[src/rtl/lsu_arbiter.sv]
// Two-requester arbiter in front of the load/store unit: round-robin with bounded lock,
// misalignment screening, and a registered one-cycle load response per requester.
module lsu_arbiter #(
  parameter int unsigned HOLD_MAX = 8
) (
  input  logic        i_clk,
  input  logic        i_rst_n,
  input  logic        i_m0_req,
  input  logic        i_m1_req,
  input  logic        i_m0_lock,
  input  logic        i_m1_lock,
  input  logic        i_m0_wren,
  input  logic        i_m1_wren,
  input  logic        i_m0_unsigned,
  input  logic        i_m1_unsigned,
  input  logic [1:0]  i_m0_size,
  input  logic [1:0]  i_m1_size,
  input  logic [15:0] i_m0_addr,
  input  logic [15:0] i_m1_addr,
  input  logic [31:0] i_m0_wdata,
  input  logic [31:0] i_m1_wdata,
  output logic        o_m0_gnt,
  output logic        o_m1_gnt,
  output logic        o_m0_rvalid,
  output logic        o_m1_rvalid,
  output logic [31:0] o_m0_rdata,
  output logic [31:0] o_m1_rdata,
  output logic        o_m0_err,
  output logic        o_m1_err,
  output logic [15:0] o_lsu_addr,
  output logic        o_lsu_wren,
  output logic [31:0] o_lsu_st_data,
  output logic [1:0]  o_lsu_length,
  output logic        o_lsu_unsigned,
  input  logic [31:0] i_lsu_ld_data
);

  typedef enum logic [1:0] {IDLE, LOCK0, LOCK1} state_t;

  localparam logic [7:0] HOLD_LAST = 8'(HOLD_MAX - 1);

  state_t     state_q, state_d;
  logic       rr_q, rr_d;
  logic [7:0] hold_q, hold_d;

  logic       xfer;
  logic       sel;
  logic       use_m1;
  logic       x_lock;
  logic       x_wren;
  logic       other_req;
  logic       aligned;
  logic       resp;

  // xfer doubles as "something is selected": the selected requester's gnt is its req
  always_comb begin
    xfer = 1'b0;
    sel  = 1'b0;
    unique case (state_q)
      IDLE: begin
        xfer = i_m0_req | i_m1_req;
        sel  = (i_m0_req & i_m1_req) ? rr_q : i_m1_req;
      end
      LOCK0: begin
        xfer = i_m0_req;
        sel  = 1'b0;
      end
      LOCK1: begin
        xfer = i_m1_req;
        sel  = 1'b1;
      end
      default: begin
        xfer = 1'b0;
        sel  = 1'b0;
      end
    endcase
  end

  assign o_m0_gnt = xfer & ~sel;
  assign o_m1_gnt = xfer & sel;
  assign use_m1   = xfer & sel;

  assign o_lsu_addr     = use_m1 ? i_m1_addr     : i_m0_addr;
  assign o_lsu_st_data  = use_m1 ? i_m1_wdata    : i_m0_wdata;
  assign o_lsu_length   = use_m1 ? i_m1_size     : i_m0_size;
  assign o_lsu_unsigned = use_m1 ? i_m1_unsigned : i_m0_unsigned;
  assign x_lock         = use_m1 ? i_m1_lock     : i_m0_lock;
  assign x_wren         = use_m1 ? i_m1_wren     : i_m0_wren;
  assign other_req      = sel ? i_m0_req : i_m1_req;

  always_comb begin
    aligned = 1'b0;
    unique case (o_lsu_length)
      2'b00:   aligned = 1'b1;
      2'b01:   aligned = ~o_lsu_addr[0];
      2'b10:   aligned = (o_lsu_addr[1:0] == 2'b00);
      default: aligned = 1'b0;
    endcase
  end

  assign o_lsu_wren = xfer & x_wren & aligned;
  // loads and every misaligned access produce a response; aligned stores do not
  assign resp       = xfer & (~aligned | ~x_wren);

  always_comb begin
    state_d = state_q;
    rr_d    = rr_q;
    hold_d  = hold_q;
    if (xfer) rr_d = ~sel;
    unique case (state_q)
      IDLE: begin
        if (xfer && x_lock) begin
          state_d = sel ? LOCK1 : LOCK0;
          hold_d  = 8'd1;
        end
      end
      LOCK0, LOCK1: begin
        if (!xfer || !x_lock) begin
          state_d = IDLE;
          hold_d  = '0;
        end else if (hold_q < HOLD_LAST) begin
          hold_d = hold_q + 8'd1;
        end else if (other_req) begin
          state_d = IDLE;
          hold_d  = '0;
        end
      end
      default: begin
        state_d = IDLE;
        hold_d  = '0;
      end
    endcase
  end

  always_ff @(posedge i_clk or negedge i_rst_n) begin
    if (!i_rst_n) begin
      state_q     <= IDLE;
      rr_q        <= 1'b0;
      hold_q      <= '0;
      o_m0_rvalid <= 1'b0;
      o_m1_rvalid <= 1'b0;
      o_m0_rdata  <= '0;
      o_m1_rdata  <= '0;
      o_m0_err    <= 1'b0;
      o_m1_err    <= 1'b0;
    end else begin
      state_q     <= state_d;
      rr_q        <= rr_d;
      hold_q      <= hold_d;
      o_m0_rvalid <= resp & ~sel;
      o_m1_rvalid <= resp & sel;
      o_m0_rdata  <= (resp & ~sel & aligned) ? i_lsu_ld_data : '0;
      o_m1_rdata  <= (resp & sel & aligned) ? i_lsu_ld_data : '0;
      o_m0_err    <= resp & ~sel & ~aligned;
      o_m1_err    <= resp & sel & ~aligned;
    end
  end

endmodule

[config.mk]
export PLATFORM = sky130hd
export DESIGN_NAME = lsu_arbiter
export DESIGN_NICKNAME = d
export VERILOG_FILES = /design/src/rtl/lsu_arbiter.sv
export SDC_FILE = /design/constraint.sdc
export NUM_CORES = 1
export LEC_CHECK = 0
export CAP_MARGIN = 10
export CORE_MARGIN = 2
export CORE_UTILIZATION = 29
export CTS_CLUSTER_SIZE = 25
export DETAILED_ROUTE_END_ITERATION = 16
export HOLD_SLACK_MARGIN = 0.15
export MAX_ROUTING_LAYER = met4
export PLACE_DENSITY = 0.75
export SLEW_MARGIN = 20
export SYNTH_ARGS = -nofsm -noshare
export SYNTH_HDL_FRONTEND = slang
export SYNTH_SLANG_ARGS = --single-unit
[constraint.sdc]
create_clock -name i_clk -period 3.1 [get_ports i_clk]
set_input_delay 0.775 -clock i_clk [delete_from_list [all_inputs] [get_ports i_clk]]
set_output_delay 0.775 -clock i_clk [all_outputs]
set_load 0.03 [all_outputs]
==> metrics.txt <==
Buf/Inv on CP=3; syn avg cell area=12.9 µm²; routed vias=3327; synth top area cells=dfrtp_1, mux2_1, and2_1, ha_1, buf_4; initial antenna violation count=0; Max Slew Vio Count=0; R2R depth=11; HPWL Detailed=10.1 mm; Worst Slack Setup Final=-0.000465 ns; input/output buffers=263; CP max stage delay=0.43 ns; CTS tree=done; H-tree lvl count=3; root buffer cell=clkbuf_16; fin cells=725; Placed Cells=693; die area=0.0132 mm²; worst hold path class=reg2reg; Netlist cell types=37; RSZ-0062 raised after global routing=true; post-detailed-route count of antenna-violating nets=0; die width=115 µm; CTS Buf Count=9; critical path depth in cells=8; crit path max fanout=9; Top Ports=264; Seq/Total Area, Yosys=55.5%; Slew headroom=35.2%; IR drop worst, VDD=0.000518 V; fmax=0.323 GHz; Clk pwr share=19.2%; r2r setup slk=0.82 ns; share of cells above drive strength 1=24.9%; failing checks=setup timing; FF+latch count, synth=79; P_leak=3.28 nW; Mapped Area=0.00356 mm²; Post-synth top cells=dfrtp_1, and2_1, mux2_1; min cycle time layout=3.10 ns; largest net degree at the start of global routing=80; area of the multi-input gates=0.00164 mm²; num rows=40; CTS clk-pin slew, worst paths=0.06 ns; Cells after Synth=277; Max Buffers Root-to-Sink=2; WS Path Type=reg2out; Final Hold Fails=0; drt drc=0; ys async rst share=100%; max-cap viol count=0; Ys Warns=0; total negative slack=-0.000465 ns; fin nets=721; Synth area leader=dfrtp_1; CP Data Required Time=2.32 ns; hold depth=1; CP max stage cell=dfrtp_1; hold_buf cts=0; Synth top area share=55.5%; status=finished with violations; Storage cell area=0.00198 mm²; Fin Clk Skew=0.00369 ns; worst-skew pair later-pin latency=0.33 ns; share of total power in combinational logic=58.4%; crit path from=state_q[0]; DRT Pass-1 Iters=4; Worst-Margin Slew=0.972 ns; crit-path cells=buf_6, ha_4, a22oi_2, a21oi_4, nand2b_4, bufbuf_16, mux2_1, buf_4; vias per inst=4.59; Placer Congestion=0.839; sequential power share=22.5%; CP delay by family, top=buffers and inverters; vias in the first global route=3572; Setup crit start kind=flop; gr usage total=19.7%; switching share of power=37.6%; most common cell in the netlist=dfrtp_1; post-synth net total=425; P_sw=1.99 mW; Iter 0 DRT Violations=135; EDFF count, synth=0; CP arrival=2.33 ns; grt ovf=0; first-pass GRT wire length=18.8 mm; Starting Density=29.6%; Area Overhead vs Synth=98.7%; CP Capture Type=primary output; P_int=3.30 mW; Die Height=115 µm; P per Cell Area=748 mW/mm²; overall power=5.29 mW; Setup crit end=o_lsu_st_data[23]; ANT cells=0; Routed WL=13.2 mm; Main synth FF type=dfrtp_1; Setup Viol. Count Final=1; DP Worst Slack=-0.595 ns; Design Area, Final=0.00707 mm²; # fillers=1000; Sink Count=79; wire per inst=18.2 µm; core area=0.0120 mm²; fin crit share=100%; Placement Cell Area=0.00646 mm²; R2R Path End=o_m1_rdata[21]; launch point of the worst reg-to-reg path=state_q[0]
==> power groups by stage <==
stage | Combinational [mW] | Clock (mW) | Sequential [mW]
3_3_place_gp | 2.62 | 0 | 1.21
4_1_cts | 2.98 | 1.04 | 1.19
3_5_place_dp | 2.65 | 0 | 1.21
2_1_floorplan | 1.31 | 0 | 1.36
5_1_grt | 3.24 | 1.09 | 1.20
6_report | 3.09 | 1.01 | 1.19
==> metrics by stage <==
step                hold WS [ns]  utilization [%]
floorplan                  0.454                -
detailed placement         0.476             53.8
finish                     0.483             58.9
CTS                        0.490             57.9
global route               0.505             58.9
global placement           0.473             53.8
==> worst min path at each step <==
| stage | startpoint | slack (ns) | to |
|---|---|---|---|
| 2_1_floorplan | hold_q[6] | 0.45 | hold_q[6] |
| 3_3_place_gp | hold_q[6] | 0.47 | hold_q[6] |
| 3_5_place_dp | hold_q[4] | 0.48 | hold_q[4] |
| 4_1_cts | hold_q[7] | 0.49 | hold_q[7] |
| 5_1_grt | hold_q[6] | 0.50 | hold_q[6] |
| 6_report | hold_q[7] | 0.48 | hold_q[7] |
==> flip-flops by register name, indices dropped and copies added, names as in the netlist <==
signal,cells
o_m0_rdata,32
o_m1_rdata,32
o_m0_err,1
rr_q,1
hold_q,8
o_m0_rvalid,1
o_m1_err,1
state_q,2
o_m1_rvalid,1
==> placed cells by master (no fill, tap or decap), types with 4 or more instances in the layout <==
cell type | netlist | final
buf_2 | 6 | 16
clkbuf_16 | 0 | 9
mux2_1 | 51 | 31
buf_4 | 5 | 39
nand2_1 | 4 | 4
buf_12 | 0 | 9
clkdlybuf4s50_1 | 0 | 206
dfrtp_1 | 79 | 79
and2_1 | 69 | 69
inv_1 | 7 | 5
ha_4 | 0 | 4
nor2_1 | 4 | 4
mux2_4 | 1 | 21
nand3_1 | 5 | 5
buf_6 | 1 | 23
==> layer usage <==
| metal | global-route usage [%] | up-vias | share of wire, % |
|---|---|---|---|
| met3 | 6.48 | 23 | 9.3 |
| met2 | 33.5 | 167 | 49 |
| met5 | - | - | 0 |
| li1 | - | 1536 | - |
| met1 | 21.0 | 1601 | 38 |
| met4 | 8.27 | 0 | 3.2 |
==> cells by family (layout without fill, tap and decap cells) <==
kind of cell	Yosys count	count (layout)	synth area share [%]
adders and majority gates	6	6	2.11
buffers and inverters	19	320	2.95
and+or+nand+nor	93	93	16.4
muxes	55	55	17.4
AOI/OAI and AO/OA	25	25	5.62
DFF	79	79	55.5
==> layout make-up <==
type / instances / share of cell area, %
timing repair buffer: 297 / 41.7
sequential: 79 / 28.0
multi-input combinational: 179 / 23.2
clock buffer: 10 / 3.24
tap: 147 / 2.60
clock inverter: 6 / 0.867
inverter: 7 / 0.407
==> what timing repair did <==
action,CTS,global route
resized for setup,222,38
endpoints found under the setup margin,52,44
cloned,2,0
setup buffers,14,0
pin swaps,2,4
endpoints found under the hold margin,0,0
Power figures use the tool's default switching activity.
